File: config.mk
export PLATFORM = sky130hd
export DESIGN_NAME = engine_scheduler
export DESIGN_NICKNAME = d
export VERILOG_FILES = /design/src/rtl/engine_scheduler.sv
export SDC_FILE = /design/constraint.sdc
export NUM_CORES = 1
export LEC_CHECK = 0
export ABC_AREA = 1
export CORE_MARGIN = 5
export CORE_UTILIZATION = 35
export CTS_CLUSTER_DIAMETER = 150
export CTS_CLUSTER_SIZE = 24
export DETAILED_ROUTE_END_ITERATION = 10
export GPL_ROUTABILITY_DRIVEN = 0
export PLACE_DENSITY = 0.66
export SYNTH_ARGS = -nofsm -noshare
export SYNTH_HDL_FRONTEND = slang
export SYNTH_SLANG_ARGS = --single-unit
File: constraint.sdc
create_clock -name Engine_CLK -period 3.9 [get_ports Engine_CLK]
set_clock_uncertainty 0.05 [all_clocks]
set_input_delay 1.17 -clock Engine_CLK [delete_from_list [all_inputs] [get_ports Engine_CLK]]
set_output_delay 1.17 -clock Engine_CLK [all_outputs]
set_load 0.01 [all_outputs]
File: src/rtl/engine_scheduler.sv
// Central scheduler for the Mandelbrot engine array: dispatches coordinate words to idle
// engines and drains engine results round-robin into the frame buffer.
module engine_scheduler #(
  parameter int NUM_ENGINES  = 16,
  parameter int ADDR_W       = 5,
  parameter int FRAME_PIXELS = 307200,
  parameter int CNT_W        = 19
) (
  input  logic                   Engine_CLK,
  input  logic                   eRST_n,
  input  logic                   run,
  input  logic                   coord_valid,
  input  logic [82:0]            coord_word,
  output logic                   coord_ready,
  output logic [ADDR_W-1:0]      engine_addr,
  output logic [82:0]            in_word,
  output logic                   latch_en,
  input  logic [NUM_ENGINES-1:0] available,
  input  logic [NUM_ENGINES-1:0] service_req,
  output logic [NUM_ENGINES-1:0] req_ack,
  input  logic [26:0]            out_word,
  input  logic                   fb_full,
  output logic                   fb_we,
  output logic [26:0]            fb_wdata,
  output logic [CNT_W-1:0]       results_cnt,
  output logic                   frame_done
);

  localparam int IDX_W = (NUM_ENGINES > 1) ? $clog2(NUM_ENGINES) : 1;
  localparam logic [NUM_ENGINES-1:0] ONE_HOT0 = NUM_ENGINES'(1);
  localparam logic [CNT_W-1:0]       LAST_PIX = CNT_W'(FRAME_PIXELS - 1);
  localparam logic [ADDR_W-1:0]      LAST_ENG = ADDR_W'(NUM_ENGINES - 1);

  typedef enum logic [1:0] {D_IDLE, D_STROBE, D_SETTLE} d_state_t;
  typedef enum logic       {R_IDLE, R_ACK}              r_state_t;

  d_state_t          d_state, d_next;
  r_state_t          r_state, r_next;
  logic              disp_go, grant_go, rr_hit;
  logic [ADDR_W-1:0] free_idx, rr_idx, ack_idx, ptr;

  // ---------------- dispatch ----------------
  always_comb begin
    free_idx = '0;
    for (int i = NUM_ENGINES - 1; i >= 0; i--)
      if (available[i]) free_idx = ADDR_W'(i);
  end

  // NOTE: every always_comb output gets a default first, so no path leaves a latch.
  always_comb begin
    d_next  = d_state;
    disp_go = 1'b0;
    case (d_state)
      D_IDLE: if (run && coord_valid && |available) begin
        d_next  = D_STROBE;
        disp_go = 1'b1;
      end
      D_STROBE: d_next = D_SETTLE;
      // Dead cycle so the target's available drop is seen before the next selection.
      D_SETTLE: d_next = D_IDLE;
      default:  d_next = D_IDLE;
    endcase
  end

  assign latch_en    = (d_state == D_STROBE);
  assign coord_ready = (d_state == D_STROBE);

  // NOTE: state registers use non-blocking assignments so all flops update from pre-edge values.
  always_ff @(posedge Engine_CLK or negedge eRST_n) begin
    if (!eRST_n) begin
      d_state     <= D_IDLE;
      engine_addr <= '0;
      in_word     <= '0;
    end else begin
      d_state <= d_next;
      if (disp_go) begin
        engine_addr <= free_idx;
        in_word     <= coord_word;
      end
    end
  end

  // ---------------- result arbitration ----------------
  always_comb begin : rr_search
    int pos;
    rr_idx = '0;
    rr_hit = 1'b0;
    pos    = 0;
    for (int i = 0; i < NUM_ENGINES; i++) begin
      pos = int'(ptr) + i;
      if (pos >= NUM_ENGINES) pos = pos - NUM_ENGINES;
      if (!rr_hit && service_req[pos[IDX_W-1:0]]) begin
        rr_hit = 1'b1;
        rr_idx = ADDR_W'(pos);
      end
    end
  end

  // No grant while fb_we is high: the previous engine needs that cycle to drop service_req.
  always_comb begin
    r_next   = r_state;
    grant_go = 1'b0;
    case (r_state)
      R_IDLE: if (rr_hit && !fb_full && !fb_we) begin
        r_next   = R_ACK;
        grant_go = 1'b1;
      end
      R_ACK:   r_next = R_IDLE;
      default: r_next = R_IDLE;
    endcase
  end

  always_ff @(posedge Engine_CLK or negedge eRST_n) begin
    if (!eRST_n) begin
      r_state     <= R_IDLE;
      req_ack     <= '0;
      ack_idx     <= '0;
      ptr         <= '0;
      fb_we       <= 1'b0;
      fb_wdata    <= '0;
      results_cnt <= '0;
      frame_done  <= 1'b0;
    end else begin
      r_state    <= r_next;
      fb_we      <= 1'b0;
      frame_done <= 1'b0;
      if (grant_go) begin
        req_ack <= ONE_HOT0 << rr_idx;
        ack_idx <= rr_idx;
      end
      if (r_state == R_ACK) begin
        req_ack  <= '0;
        fb_we    <= 1'b1;
        fb_wdata <= out_word;
        ptr      <= (ack_idx == LAST_ENG) ? '0 : ack_idx + 1'b1;
        if (results_cnt == LAST_PIX) begin
          results_cnt <= '0;
          frame_done  <= 1'b1;
        end else begin
          results_cnt <= results_cnt + 1'b1;
        end
      end
    end
  end

endmodule

# ---- After elaboration in Yosys (flattened, before gate mapping)
# Cells that the tools add are included.
# W data, S select, Z words.
dict set report word_totals {
  ff_bits 165
  latchBits 0
  mem_bits_rw 0
  rom_bits 0
  inputBits 147
  output_inout_bits 154
  wordCells 231
  n_memories 0
}
dict set report op_classes {
  addsub 33
  mul 0
  n_div 0
  magnitude_cmp 32
  eq_ne 4
  n_shift 1
  mux 110
  bitwise_logic 1
  n_reduce_logical 39
}
# operator count
set ops {}
lappend ops {{$mux W5} 44}
lappend ops {{$ge A6 B5 Y1 const B} 15}
lappend ops {{$lt A4 B5 Y1 const B} 16}
lappend ops {{$sub A5 B5 Y5 const B} 16}
lappend ops {{$bmux W1 S4} 16}
lappend ops {{$add A5 B4 Y6 const B} 8}
lappend ops {{$mux W1} 39}
lappend ops {{$mux W16} 2}
lappend ops {{$add A5 B3 Y6 const B} 4}
lappend ops {{$mux W4} 5}
lappend ops {{$add A19 B1 Y19 const B} 1}
lappend ops {{$eq A19 B19 Y1 const B} 1}
lappend ops {{$logic_and A1 B1 Y1} 19}
lappend ops {{$mux W19} 1}
lappend ops {{$logic_not A1 Y1} 17}
lappend ops {{$reduce_or A16 Y1} 1}
lappend ops {{$shl A1 B5 Y16 const A} 1}
lappend ops {{$add A5 B2 Y6 const B} 2}
lappend ops {{$add A5 B1 Y6 const B} 1}
lappend ops {{$add A5 B1 Y5 const B} 1}
lappend ops {{$eq A5 B4 Y1 const B} 1}
lappend ops {{$ge A5 B5 Y1 const B} 1}
lappend ops {{$pmux W2 S2} 1}
lappend ops {{$eq A2 B1 Y1 const B} 1}
lappend ops {{other kinds (6)} 6}

# ---- Depth between registers and ports, before layout
# Gate-level depths: netlist of the first run.
dict set report logic_depth {
  word_depth 56
  depth_mapped 33
  ltp_nobuf 32
}

# ---- Least setup slack after synthesis of the first run
# No wires, ideal clock.
dict set report synth_timing {
  path_kind {reg2reg}
  start {register ptr[0]}
  end {register req_ack[10]}
  setup_time_ps 118
  arrival_ps 3540
  t_required_ps 3732
  slack_ps 192
  path_stages_with_launch 27
  n_path_buf 4
  synth_period_minus_slack_ps 3708
  cell_sequence {dfrtp_1 > inv_2 > buf_6 > clkbuf_1 > ha_1 > inv_1 > clkbuf_1 > nand3_1 > nand3_1 > nand2_1 > o21ai_2 > nand4_4 > nor2_8 > nand4_4 > nor3_4 > nand2_1 > nor2_2 > nand2_2 > inv_2 > nand3b_2 > nand3_1 > nor2_2 > o21ai_2 > nor2_2 > buf_6 > nand3_1 > nand2_1}
}
dict set report synth_via {
  elab_chain_cells 55
  elab_cells_between_ends 165
  classes_between {add/sub (31); order compare (16); shift (1); mux (84); reduce/logical (33)}
}
# item line
set synth_lines {}
lappend synth_lines {{start, declared} 40} ;# logic [ADDR_W-1:0] free_idx, rr_idx, ack_idx, ptr;
lappend synth_lines {{start signal, assigned} 135} ;# ptr <= (ack_idx == LAST_ENG) ? '0 : ack_idx + 1'b1;
lappend synth_lines {{branches (longest 49 deep; another with $add A5 B1 Y6)} --}
lappend synth_lines {{$mux W1 (*)} 92} ;# if (!rr_hit && service_req[pos[IDX_W-1:0]]) begin
lappend synth_lines {{$logic_and A1 B1 Y1 (*) (2 in a row)} 104} ;# R_IDLE: if (rr_hit && !fb_full && !fb_we) begin
lappend synth_lines {{$mux W1 (*)} 104}
lappend synth_lines {{$mux W1 (*)} 103} ;# case (r_state)
lappend synth_lines {{net grant_go} 39} ;# logic disp_go, grant_go, rr_hit;
lappend synth_lines {{$reduce_bool A2 Y1 (no source line) (*)} --}
lappend synth_lines {{end signal, assigned} 128} ;# req_ack <= ONE_HOT0 << rr_idx;
lappend synth_lines {{end, declared} 20} ;# output logic [NUM_ENGINES-1:0] req_ack,
# Mark *: on every way through the listed nets, which the timed path passes. The select of a mux whose other input is x is not followed.
# A chain may end at the register's enable or synchronous reset.

# ---- Worst setup path after layout of the first run
dict set report layout_timing {
  start {input port service_req[6]}
  end {register req_ack[13]}
}
dict set report layout_via {
  elab_chain_cells 53
  elab_cells_between_ends 102
  classes_between {shift (1); mux (68); reduce/logical (33)}
}
# item line
set layout_lines {}
lappend layout_lines {{start, declared} 19} ;# input logic [NUM_ENGINES-1:0] service_req,
lappend layout_lines {{$bmux W1 S4} 92}
lappend layout_lines {{$mux W1 (implied by the code)} 92}
lappend layout_lines {{$mux W1} 92}
lappend layout_lines {{$logic_not A1 Y1} 92}
lappend layout_lines {{$logic_and A1 B1 Y1} 92}
lappend layout_lines {{$mux W1} 92}
lappend layout_lines {{$logic_not A1 Y1} 92}
lappend layout_lines {{$logic_and A1 B1 Y1} 92}
lappend layout_lines {{[36 not listed]} --}
lappend layout_lines {{$mux W1} 92}
lappend layout_lines {{$logic_not A1 Y1} 92}
lappend layout_lines {{$logic_and A1 B1 Y1} 92}
lappend layout_lines {{$mux W1} 92}
lappend layout_lines {{$logic_and A1 B1 Y1 (2 in a row)} 104}
lappend layout_lines {{$mux W1} 104}
lappend layout_lines {{$mux W1} 103}
lappend layout_lines {{$reduce_bool A2 Y1 (no source line)} --}
# Parallel ways exist; a longest one is shown, timed or not. The select of a mux whose other input is x is not followed.

==> results.md, run 1 <==
- Status: finished, final reports clean
- Initial antenna violation count: 2
- Inserted Clock Buffers: 17
- Pin count of the biggest net entering global routing: 86
- Sw Pwr: 4.71 mW
- Flops & latches, synth: 164
- Max Clock Freq: 269 MHz
- Top post-synthesis cells by area: dfrtp_1, nand2_1, nand3_1, inv_1, nor2_1
- Via count: around 9,100
- Post-synth EDFFs: 0
- CP delay by family, top: simple AND/OR/NAND/NOR gates
- Post-route ant nets: 0
- FF-to-FF End: req_ack[13]$_DFFE_PN0P_
- Crit Reg-Reg Startpoint: ptr[1]$_DFFE_PN0P_
- Vias in the first global route: 9,117
- Setup violations, final: 0
- Synth Instances: about 1,200
- I/O Pins: 301
- Share of cells above drive strength 1: around 13%
- Power density cells: around 760 nW/um2
- Post-DP HPWL: ~23 mm
- Die Y: 169 um
- Avg Cell Area, Syn: 7.31 um2
- Sw Share: 46.1%
- CP arrival: 4030 ps
- Cell Area, Synth: 8860 um2
- Max incr delay on CP: roughly 420 ps
- Yosys cell types: 52
- Cell-internal power: ~5.5 mW
- DR pass1 iterations: 7
- CTS tree: done
- CP dominant cell by count: nand2_2
- Clock network fraction of design power: 16.6%
- Seq/Total Area, Yosys: 46.3%
- Flop pwr share: 22.7%
- Critical Path End Type: flip-flop
- Hold depth: 1
- First-pass GRT wire length: 48.4 mm
- Yosys top cell area share: 46.3%
- Clock input transition at the sequential cells of the worst setup and hold paths: around 70 ps
- Grt ovf: 0
- # Max-Cap Violations: 0
- Pre-CTS setup slack: -292 ps
- Core Box Area: about 25,000 um2
- CP bufs+invs: 4
- Register-to-register setup slack: 280 ps
- Die area: 28,600 um2
- Clk buf depth: 2
- Comb pwr share: 60.7%
- Final Instance Count excl. Fillers: between 1,500 and 2,000
- Post-Route Utilization: 54.0%
- Kind of critical path: in2reg
- Tmin final: approximately 3700 ps
- FP Rows: 58
- CP max FO: 5
- Total power: 10.2 mW
- Syn_nets: around 1,400
- Min-delay src: d_state[1]$_DFFE_PN0P_
- Clock sinks: 164
- HP Class: reg2reg
- Startpoint Class: input port
- Fraction of registers with async set/reset: 100%
- Final Max Slew Viols: 0
- Buffers added on ports: 299
- WL final: 30.7 mm
- Drt wl/cell: 16.1 um
- Reg2Reg Depth: 27
- CP Data Required Time: 4210 ps
- Initial Util: around 35%
- Clk root buf: clkbuf_16
- Hold EP: d_state[1]$_DFFE_PN0P_
- Via-to-Cell Ratio: approximately 4.8
- Largest vdd supply drop: 0.337 mV
- Placed Cells: 1,864
- Post-route DRC: 0
- Final hold violation count: 0
- Chip width: 169 um
- Total global-route track usage: 21.0%
- # H-tree levels: 4
- Worst-Skew Late Latency: 430 ps
- RSZ-0062 raised after global routing: true
- Slowest CP cell: clkdlybuf4s50_1
- Final TNS setup: 0 ps
- Yosys warns: 0
- Nets: 1,717
- Synth-to-Final Area Change: 52.7%
- Hold buffer count at CTS: 0
- Starting DRC count in detailed routing: 607
- Final Cycle Share: 95.5%
- Post-synth top area cell: dfrtp_1
- Static Leak: 6.65 nW
- Most used DFF post-synth: dfrtp_1
- Final worst setup slack: 177 ps
## logic make-up after synthesis
group	after synthesis	share of synthesized area (%)
XOR/XNOR	12	1.36
buffers and inverters	147	6.90
other	1	0.0423
AO/OA/AOI/OAI	83	5.70
flip-flops	164	46.3
adder cells (fa/ha/maj)	14	1.98
AND/OR/NAND/NOR	791	37.7
## flip-flops by register name, indices dropped and copies added, names as in the netlist
register     flops
frame_done       1
d_state          2
ack_idx          5
results_cnt     19
fb_we            1
req_ack         16
r_state          1
ptr              5
fb_wdata        27
engine_addr      4
in_word         83
## layer usage
metal,track usage (%),routed length (um)
met3,5.77,2100
met2,32.7,14400
met5,0,18
met4,8.82,1180
met1,27.7,12900
## layout by cell type (no fill, tap or decap), types with 3 or more instances in the layout
cell type,Yosys,final
nand2_1,541,511
clkdlybuf4s50_1,0,283
dfrtp_1,164,162
nand3_1,118,100
inv_1,96,94
nor2_1,73,65
buf_4,6,64
nand2_2,6,34
o21ai_0,31,30
a21oi_1,20,20
nand3_2,3,20
clkbuf_16,0,17
nor3_1,15,15
dlymetal6s2s_1,0,15
nand4_1,12,12
o22ai_1,12,12
ha_1,14,12
nor2_2,5,11
nor4_1,8,8
xor2_1,8,8
inv_2,6,6
clkinvlp_4,0,6
inv_8,0,6
buf_12,0,5
o21ai_2,3,3
nor2_4,1,3
## synth_stat cells (3+ instances only)
cell / count
nand2_1: 541
dfrtp_1: 164
nand3_1: 118
inv_1: 96
nor2_1: 73
o21ai_0: 31
clkbuf_1: 24
a21oi_1: 20
nor3_1: 15
ha_1: 14
nand4_1: 12
o22ai_1: 12
nor4_1: 8
xor2_1: 8
buf_4: 6
inv_2: 6
nand2_2: 6
buf_2: 5
nor2_2: 5
buf_1: 4
buf_6: 4
nand3_2: 3
o21ai_2: 3
## cell type report
class	count	area (um2)
diodes	1	2.50
multi-input cells	901	4400
inverters	103	393
fillers	2333	11500
flip-flops and latches	164	4110
clock inverters	14	168
repair buffers	369	3620
clock buffers	18	429
well taps	330	413
## metrics by stage
stage	cell area (um2)	hold WS, ps
2_1_floorplan	8860	299
3_3_place_gp	12600	388
3_5_place_dp	12600	392
4_1_cts	13200	401
5_1_grt	13500	431
6_report	13500	400
## power groups by stage
stage | clock [mW] | sequential, mW | combinational (mW)
final | 1.70 | 2.32 | 6.21
after detailed placement | 0 | 2.33 | 5.67
after global placement | 0 | 2.33 | 5.65
after CTS | 1.74 | 2.31 | 5.73
after global routing | 1.82 | 2.37 | 6.81
after floorplan | 0 | 2.43 | 3.06
## how the worst max path moves through the flow
stage / start / end / slack, ps / depth (start not counted)
finish: service_req[6] / req_ack[13]$_DFFE_PN0P_ / 180 / 25
global placement: service_req[7] / req_ack[1]$_DFFE_PN0P_ / -240 / 24
detailed placement: service_req[7] / req_ack[7]$_DFFE_PN0P_ / -290 / 23
global route: service_req[6] / ack_idx[2]$_DFFE_PN0P_ / -60 / 23
CTS: ptr[1]$_DFFE_PN0P_ / req_ack[9]$_DFFE_PN0P_ / 60 / 24
floorplan: ptr[0]$_DFFE_PN0P_ / req_ack[10]$_DFFE_PN0P_ / 190 / 26
## worst reg2reg max path, cell delays in order, from the launching register on
cell	delay, ps
dfrtp_2	450
ha_1	260
inv_1	120
nand2_1	60
nand2_1	230
inv_2	140
nand3_1	110
nand2_2	70
nand2_2	70
nand2_2	70
nor2_4	180
nand4_4	130
nor2_8	140
nand4_4	110
nor3_4	160
nand2_1	80
nor2_2	110
nand2_2	100
inv_2	100
nand3_4	90
nor2_2	110
inv_1	50
nand4_2	80
buf_6	120
nand2_2	70
nor2_2	120
nand3_1	90
nand2_1	70
## timing repair
item	in CTS	in global routing
endpoints found under the setup margin	18	21
buffers inserted	0	3
resized for setup	1	85
gates cloned	0	0
pin swaps	0	9
Power figures use the tool's default switching activity.
==> inputs of run 2 (changes only) <==
--- a/config.mk
+++ b/config.mk
@@ -9,10 +9,10 @@
 export CORE_MARGIN = 5
 export CORE_UTILIZATION = 35
 export CTS_CLUSTER_DIAMETER = 150
-export CTS_CLUSTER_SIZE = 24
+export CTS_CLUSTER_SIZE = 40
 export DETAILED_ROUTE_END_ITERATION = 10
 export GPL_ROUTABILITY_DRIVEN = 0
-export PLACE_DENSITY = 0.66
+export PLACE_DENSITY = 0.72
 export SYNTH_ARGS = -nofsm -noshare
 export SYNTH_HDL_FRONTEND = slang
 export SYNTH_SLANG_ARGS = --single-unit
==> run 2 against run 1 <==
Routed wire length up 1.5%. Critical path depth down 5. Flip-flop and latch count unchanged. Utilization increased by 0.12 points. Total power fell by 1.4%. Design area is 0.22% higher. Worst setup slack lost 99 ps. Highest routed layer unchanged.
==> results.md, run 2 (synthesis results as in run 1) <==
- Status: finished, final reports clean
- I/O Pins: approximately 300
- Synth-to-Final Area Change: 53.0%
- Post-route ant nets: 0
- Pin count of the biggest net entering global routing: slightly below 90
- Final Instance Count excl. Fillers: 1,891
- Met3 GRT Util: 6.24%
- FP Rows: 58
- Largest vdd supply drop: 0.373 mV
- # H-tree levels: 4
- Hold EP: d_state[1]$_DFFE_PN0P_
- Clock sinks: 164
- Die area: 28,600 um2
- WL final: between 30 and 40 mm
- Critical Path End Type: flip-flop
- Initial antenna violation count: 2
- Sw Pwr: 4.74 mW
- Number of flip-flops in the largest register: 83
- Max Clock Freq: 262 MHz
- Routing usage on met1: 27.4%
- Worst-Skew Late Latency: 430 ps
- # Max-Cap Violations: 0
- Post-DP HPWL: 23.2 mm
- Nets: 1,708
- Flop pwr share: a little under a quarter
- Startpoint Class: input port
- Placed Cells: 1,853
- Register with the highest flop count: in_word
- Biggest regs: in_word (83), fb_wdata (27), results_cnt (19)
- Via-to-Cell Ratio: 4.93
- Final hold violation count: 0
- Area of the multi-input gates: 4460 um2
- Crit Reg-Reg Startpoint: ptr[2]$_DFFE_PN0P_
- Hold buffer count at CTS: 0
- Core Box Area: 25,000 um2
- Sw Share: 47.0%
- CP arrival: 4080 ps
- Share of cells above drive strength 1: a little over an eighth
- Post-route DRC: 0
- Initial Util: about 35%
- Clk root buf: clkbuf_16
- Register-to-register setup slack: 150 ps
- Static Leak: 6.67 nW
- Tmin final: 3820 ps
- HP Class: reg2reg
- Kind of critical path: in2reg
- Hold depth: 1
- Drt wl/cell: 16.5 um
- Buffers added on ports: 299
- CTS tree: done
- Clock network fraction of design power: between 10% and 20%
- Worst slew pin tran: between 700 and 800 ps
- Most common cell after layout, fill and taps aside: nand2_1
- Chip width: between 150 and 200 um
- Total global-route track usage: 20.9%
- DR pass1 iterations: 6
- Post-Route Utilization: 54.2%
- Clk buf depth: 2
- Final Cycle Share: 98.0%
- Fillers: 2,313
- Final TNS setup: 0 ps
- FF-to-FF End: req_ack[15]$_DFFE_PN0P_
- Via count: 9,330
- Grt ovf: 0
- Slew headroom: between 40% and 50%
- Comb pwr share: 60.4%
- Met2 Usage GRT: about a third
- Clock input transition at the sequential cells of the worst setup and hold paths: 70 ps
- Reg2Reg Depth: 22
- First-pass GRT wire length: 48.0 mm
- Power density cells: 744 nW/um2
- CP Data Required Time: 4160 ps
- Min-delay src: d_state[1]$_DFFE_PN0P_
- Inserted Clock Buffers: 17
- CP max FO: 8
- Starting DRC count in detailed routing: about 750
- Sequential cell area: 4100 um2
- GR peak layer: met2
- Final Max Slew Viols: 0
- RSZ-0062 raised after global routing: true
- Vias in the first global route: 8,987
- Cell-internal power: 5.34 mW
- Most frequent cells in the layout: nand2_1, clkdlybuf4s50_1, dfrtp_1
- Die Y: roughly 170 um
- Setup violations, final: 0
- CP startpoint: service_req[7]
-- run 2: cell count changes in the layout (fill, tap and decap cells not counted), sizes merged --
cell	previous run	this run
clkinvlp	6	1
clkdlybuf4s50	283	285
buf	71	60
clkbuf	18	20
dlymetal6s2s	15	13
inv	107	106
bufinv	1	0
clkinv	3	10
-- run 2: worst max-delay path by stage --
stage,endpoint,slack (ps),cells past startpoint
after floorplan,req_ack[10]$_DFFE_PN0P_,190,26
after global placement,req_ack[1]$_DFFE_PN0P_,-320,22
after detailed placement,req_ack[9]$_DFFE_PN0P_,-340,22
after CTS,req_ack[1]$_DFFE_PN0P_,80,21
after global routing,req_ack[14]$_DFFE_PN0P_,-80,25
final,req_ack[15]$_DFFE_PN0P_,80,20
-- run 2: cell type report --
| type | count | area share [%] |
|---|---|---|
| sequential | 164 | 30.3 |
| clock inverter | 14 | 1.23 |
| clock buffer | 18 | 3.24 |
| multi-input combinational | 901 | 32.9 |
| tap | 330 | 3.04 |
| timing repair buffer | 360 | 26.4 |
| antenna | 1 | 0.0185 |
| inverter | 103 | 2.87 |
-- run 2: layer usage --
metal | wire [um] | vias up
met5 | 10 | -
met4 | 1020 | 2
met3 | 2470 | 68
met2 | 14700 | 371
met1 | 12900 | 4365
li1 | - | 4524
-- run 2: stage by stage --
step           setup slack (ps)  total power, mW  area, um2  hold WS [ps]
2_1_floorplan               192             5.50       8860           299
3_3_place_gp               -324             7.77      12500           386
3_5_place_dp               -344             7.83      12500           407
4_1_cts                    83.8             9.57      13100           421
5_1_grt                   -80.4             10.8      13600           446
6_report                   78.4             10.1      13600           413
-- run 2: power by group through the flow --
stage / registers (mW) / logic (mW) / clock network [mW]
3_5_place_dp: 2.33 / 5.49 / 0
4_1_cts: 2.31 / 5.52 / 1.74
6_report: 2.31 / 6.09 / 1.68
5_1_grt: 2.36 / 6.65 / 1.80
2_1_floorplan: 2.43 / 3.06 / 0
3_3_place_gp: 2.32 / 5.45 / 0
-- run 2: critical path, cell delays in order --
cell and delay [ps]:
clkdlybuf4s50_1 450, nand2_1 120, nand3_2 100, nand3_2 100
nand2_2 80, nand2_2 80, nand2_4 60, nor2_4 170
nand4_4 130, nor2_8 130, nand4_4 100, nor3_4 160
nand3_1 220, a2111oi_1 430, nor2_1 120, nand3_2 110
nor2_4 60, clkbuf_16 160, nand3_1 70, nand2_1 60
-- run 2: timing repair --
item,CTS,global route
setup endpoints to repair,0,21
setup buffers,0,3
gates resized for setup,0,102
==> inputs of run 3 (changes only) <==
--- a/config.mk
+++ b/config.mk
@@ -11,8 +11,9 @@
 export CTS_CLUSTER_DIAMETER = 150
 export CTS_CLUSTER_SIZE = 40
 export DETAILED_ROUTE_END_ITERATION = 10
+export DONT_BUFFER_PORTS = 1
 export GPL_ROUTABILITY_DRIVEN = 0
-export PLACE_DENSITY = 0.72
+export PLACE_DENSITY = 0.56
 export SYNTH_ARGS = -nofsm -noshare
 export SYNTH_HDL_FRONTEND = slang
 export SYNTH_SLANG_ARGS = --single-unit
==> run 3 against run 2 <==
Largest cell class unchanged. Sequential share of layout area is 11 points higher. Routed wire length decreased by 14%. Highest routed layer is now met4. Non-clock buffer count shrank 330. Largest power group unchanged.
==> results.md, run 3 (synthesis results as in run 1) <==
- Final worst setup slack: about 340 ps
- CP Data Required Time: 4200 ps
- Max Clock Freq: 281 MHz
- Nets: roughly 1,400
- Pin count of the biggest net entering global routing: 165
- Clk buf depth: 2
- CP dominant cell by count: nand2_1
- Static Leak: 5.12 nW
- Largest vdd supply drop: 0.291 mV
- Comb pwr share: 50.6%
- Initial Util: 35.4%
- Via count: 7,796
- Total global-route track usage: 18.4%
- Inserted Clock Buffers: 17
- I/O Pins: roughly 300
- Power density cells: between 800 and 900 nW/um2
- Register with the highest flop count: in_word
- Core Box Area: 25,000 um2
- Slew headroom: 58.4%
- Status: finished, final reports clean
- WL final: 26.6 mm
- HP Class: in2async
- Setup violations, final: 0
- Met3 GRT Util: 5.70%
- Met2 Usage GRT: 28.8%
- Final hold violation count: 0
- Post-Route Utilization: 39.6%
- Clock input transition at the sequential cells of the worst setup and hold paths: 80 ps
- Post-route ant nets: 0
- Die Y: 169 um
- Final Max Slew Viols: 0
- GR peak layer: met2
- Share of cells above drive strength 1: 9.10%
- Tmin final: 3560 ps
- First-pass GRT wire length: 42.2 mm
- Clk root buf: clkbuf_16
- # H-tree levels: 4
- Die area: 28,600 um2
- Most frequent cells in the layout: nand2_1, dfrtp_1, nand3_1
- Routing usage on met1: 24.6%
- Crit Reg-Reg Startpoint: ptr[1]$_DFFE_PN0P_
- CP arrival: a little under 4000 ps
- CP max FO: 14
- # Max-Cap Violations: 0
- Final Cycle Share: 91.3%
- Reg2Reg Depth: 24
- CP cell instances: buf_4 -> ha_1 -> a21oi_1 -> nor2_1 -> nor2_1 -> inv_1 -> nand2_1 -> o21ai_2 -> buf_4 -> nor2_8 -> nand4_4 -> nor3_4 -> nand2_1 -> nor2_2 -> nand2_1 -> o22ai_1 -> inv_1 -> nand2_1 -> nand2_1 -> nand2_2 -> inv_2 -> nor2_1 -> nand3_1 -> nand2_1
- Diodes inserted: 0
- Worst slew pin tran: 625 ps
- Hold buffer count at CTS: 0
- FF-to-FF End: req_ack[6]$_DFFE_PN0P_
- Post-DP Area: 9280 um2
- Kind of critical path: reg2reg
- FP Rows: 58
- Post-route DRC: 0
- Grt ovf: 0
- Total power: 8.48 mW
- Register-to-register setup slack: 340 ps
- Vias in the first global route: 7,783
- Synth-to-Final Area Change: 12.0%
- Sw Pwr: 4.20 mW
- CTS tree: done
- DR pass1 iterations: 5
- Worst-Skew Late Latency: 420 ps
- Via-to-Cell Ratio: 4.99
- Placed Cells: 1,527
- Most common cell after layout, fill and taps aside: nand2_1
- Sw Share: 49.6%
- Drt wl/cell: 17.1 um
- Max incr delay on CP: 460 ps
- Pre-CTS setup slack: 0.415 ps
- Initial antenna violation count: 0
- Number of flip-flops in the largest register: 83
- Biggest regs: in_word (83), fb_wdata (27), results_cnt (19)
- Clock network fraction of design power: 19.3%
- Fillers: around 2,600
- Final Instance Count excl. Fillers: 1,561
- Finished Cell Area: 9920 um2
- Flop pwr share: 30.1%
- Buffers added on ports: 0
- Critical Path End Type: flip-flop
- Cell-internal power: 4.27 mW
- Post-DP HPWL: 20.1 mm
- Startpoint Class: flip-flop
- Chip width: 169 um
- Starting DRC count in detailed routing: 530
- Slowest CP cell: dfrtp_2
- Clock sinks: 164
==> run 3: cell count changes in the layout (fill, tap and decap cells not counted), sizes merged, moves of 2 or more <==
cell,change
clkinv,-3
buf,-30
clkdlybuf4s50,-285
clkbuf,-2
clkinvlp,+3
dlymetal6s2s,-13
==> run 3: final cells by class <==
class                      instances  area [um2]  area share [%]
timing repair inverter             1        7.51          0.0757
tap                              330         413            4.16
clock buffer                      18         429            4.33
timing repair buffer              30         241            2.43
inverter                         103         390            3.93
clock inverter                    14         139            1.40
sequential                       164        4110            41.4
multi-input combinational        901        4200            42.3
==> run 3: timing repair <==
action / in CTS / in global routing
endpoints found under the setup margin: 0 / 21
setup buffers: 0 / 1
gates resized for setup: 0 / 17
==> run 3: per-stage QoR <==
step / TNS [ps] / hold slack (ps)
2_1_floorplan: 0 / 299
3_3_place_gp: 0 / 389
3_5_place_dp: 0 / 390
4_1_cts: 0 / 361
5_1_grt: -1.07 / 352
6_report: 0 / 382
==> run 3: routing by layer <==
layer,wire [um],up-vias
li1,-,3848
met3,2320,44
met4,600,0
met5,0,-
met2,12400,287
met1,11300,3617
==> run 3: worst max-delay path, delay by kind of cell, from the launching register on <==
kind	cells	cell delay, ps
compound gates	3	430
fa+ha+maj	1	210
buf+inv	5	630
flops	1	460
simple gates	15	1720
==> run 3: worst max path at each step <==
| stage | startpoint | end | slack, ps | depth (start not counted) |
|---|---|---|---|---|
| 3_3_place_gp | service_req[3] | req_ack[5]$_DFFE_PN0P_ | 30 | 26 |
| 2_1_floorplan | ptr[0]$_DFFE_PN0P_ | req_ack[10]$_DFFE_PN0P_ | 190 | 26 |
| 5_1_grt | ptr[1]$_DFFE_PN0P_ | req_ack[6]$_DFFE_PN0P_ | -1 | 23 |
| 3_5_place_dp | service_req[3] | req_ack[4]$_DFFE_PN0P_ | 0.4 | 26 |
| 4_1_cts | ptr[1]$_DFFE_PN0P_ | req_ack[5]$_DFFE_PN0P_ | 100 | 28 |
| 6_report | ptr[1]$_DFFE_PN0P_ | req_ack[6]$_DFFE_PN0P_ | 340 | 24 |
==> run 3: power groups by stage <==
| stage | Clock (mW) | Combinational (mW) | Sequential (mW) |
|---|---|---|---|
| after detailed placement | 0 | 4.13 | 2.60 |
| after CTS | 1.69 | 4.15 | 2.57 |
| after global placement | 0 | 4.11 | 2.60 |
| after floorplan | 0 | 3.06 | 2.43 |
| after global routing | 1.76 | 4.86 | 2.61 |
| final | 1.63 | 4.29 | 2.56 |
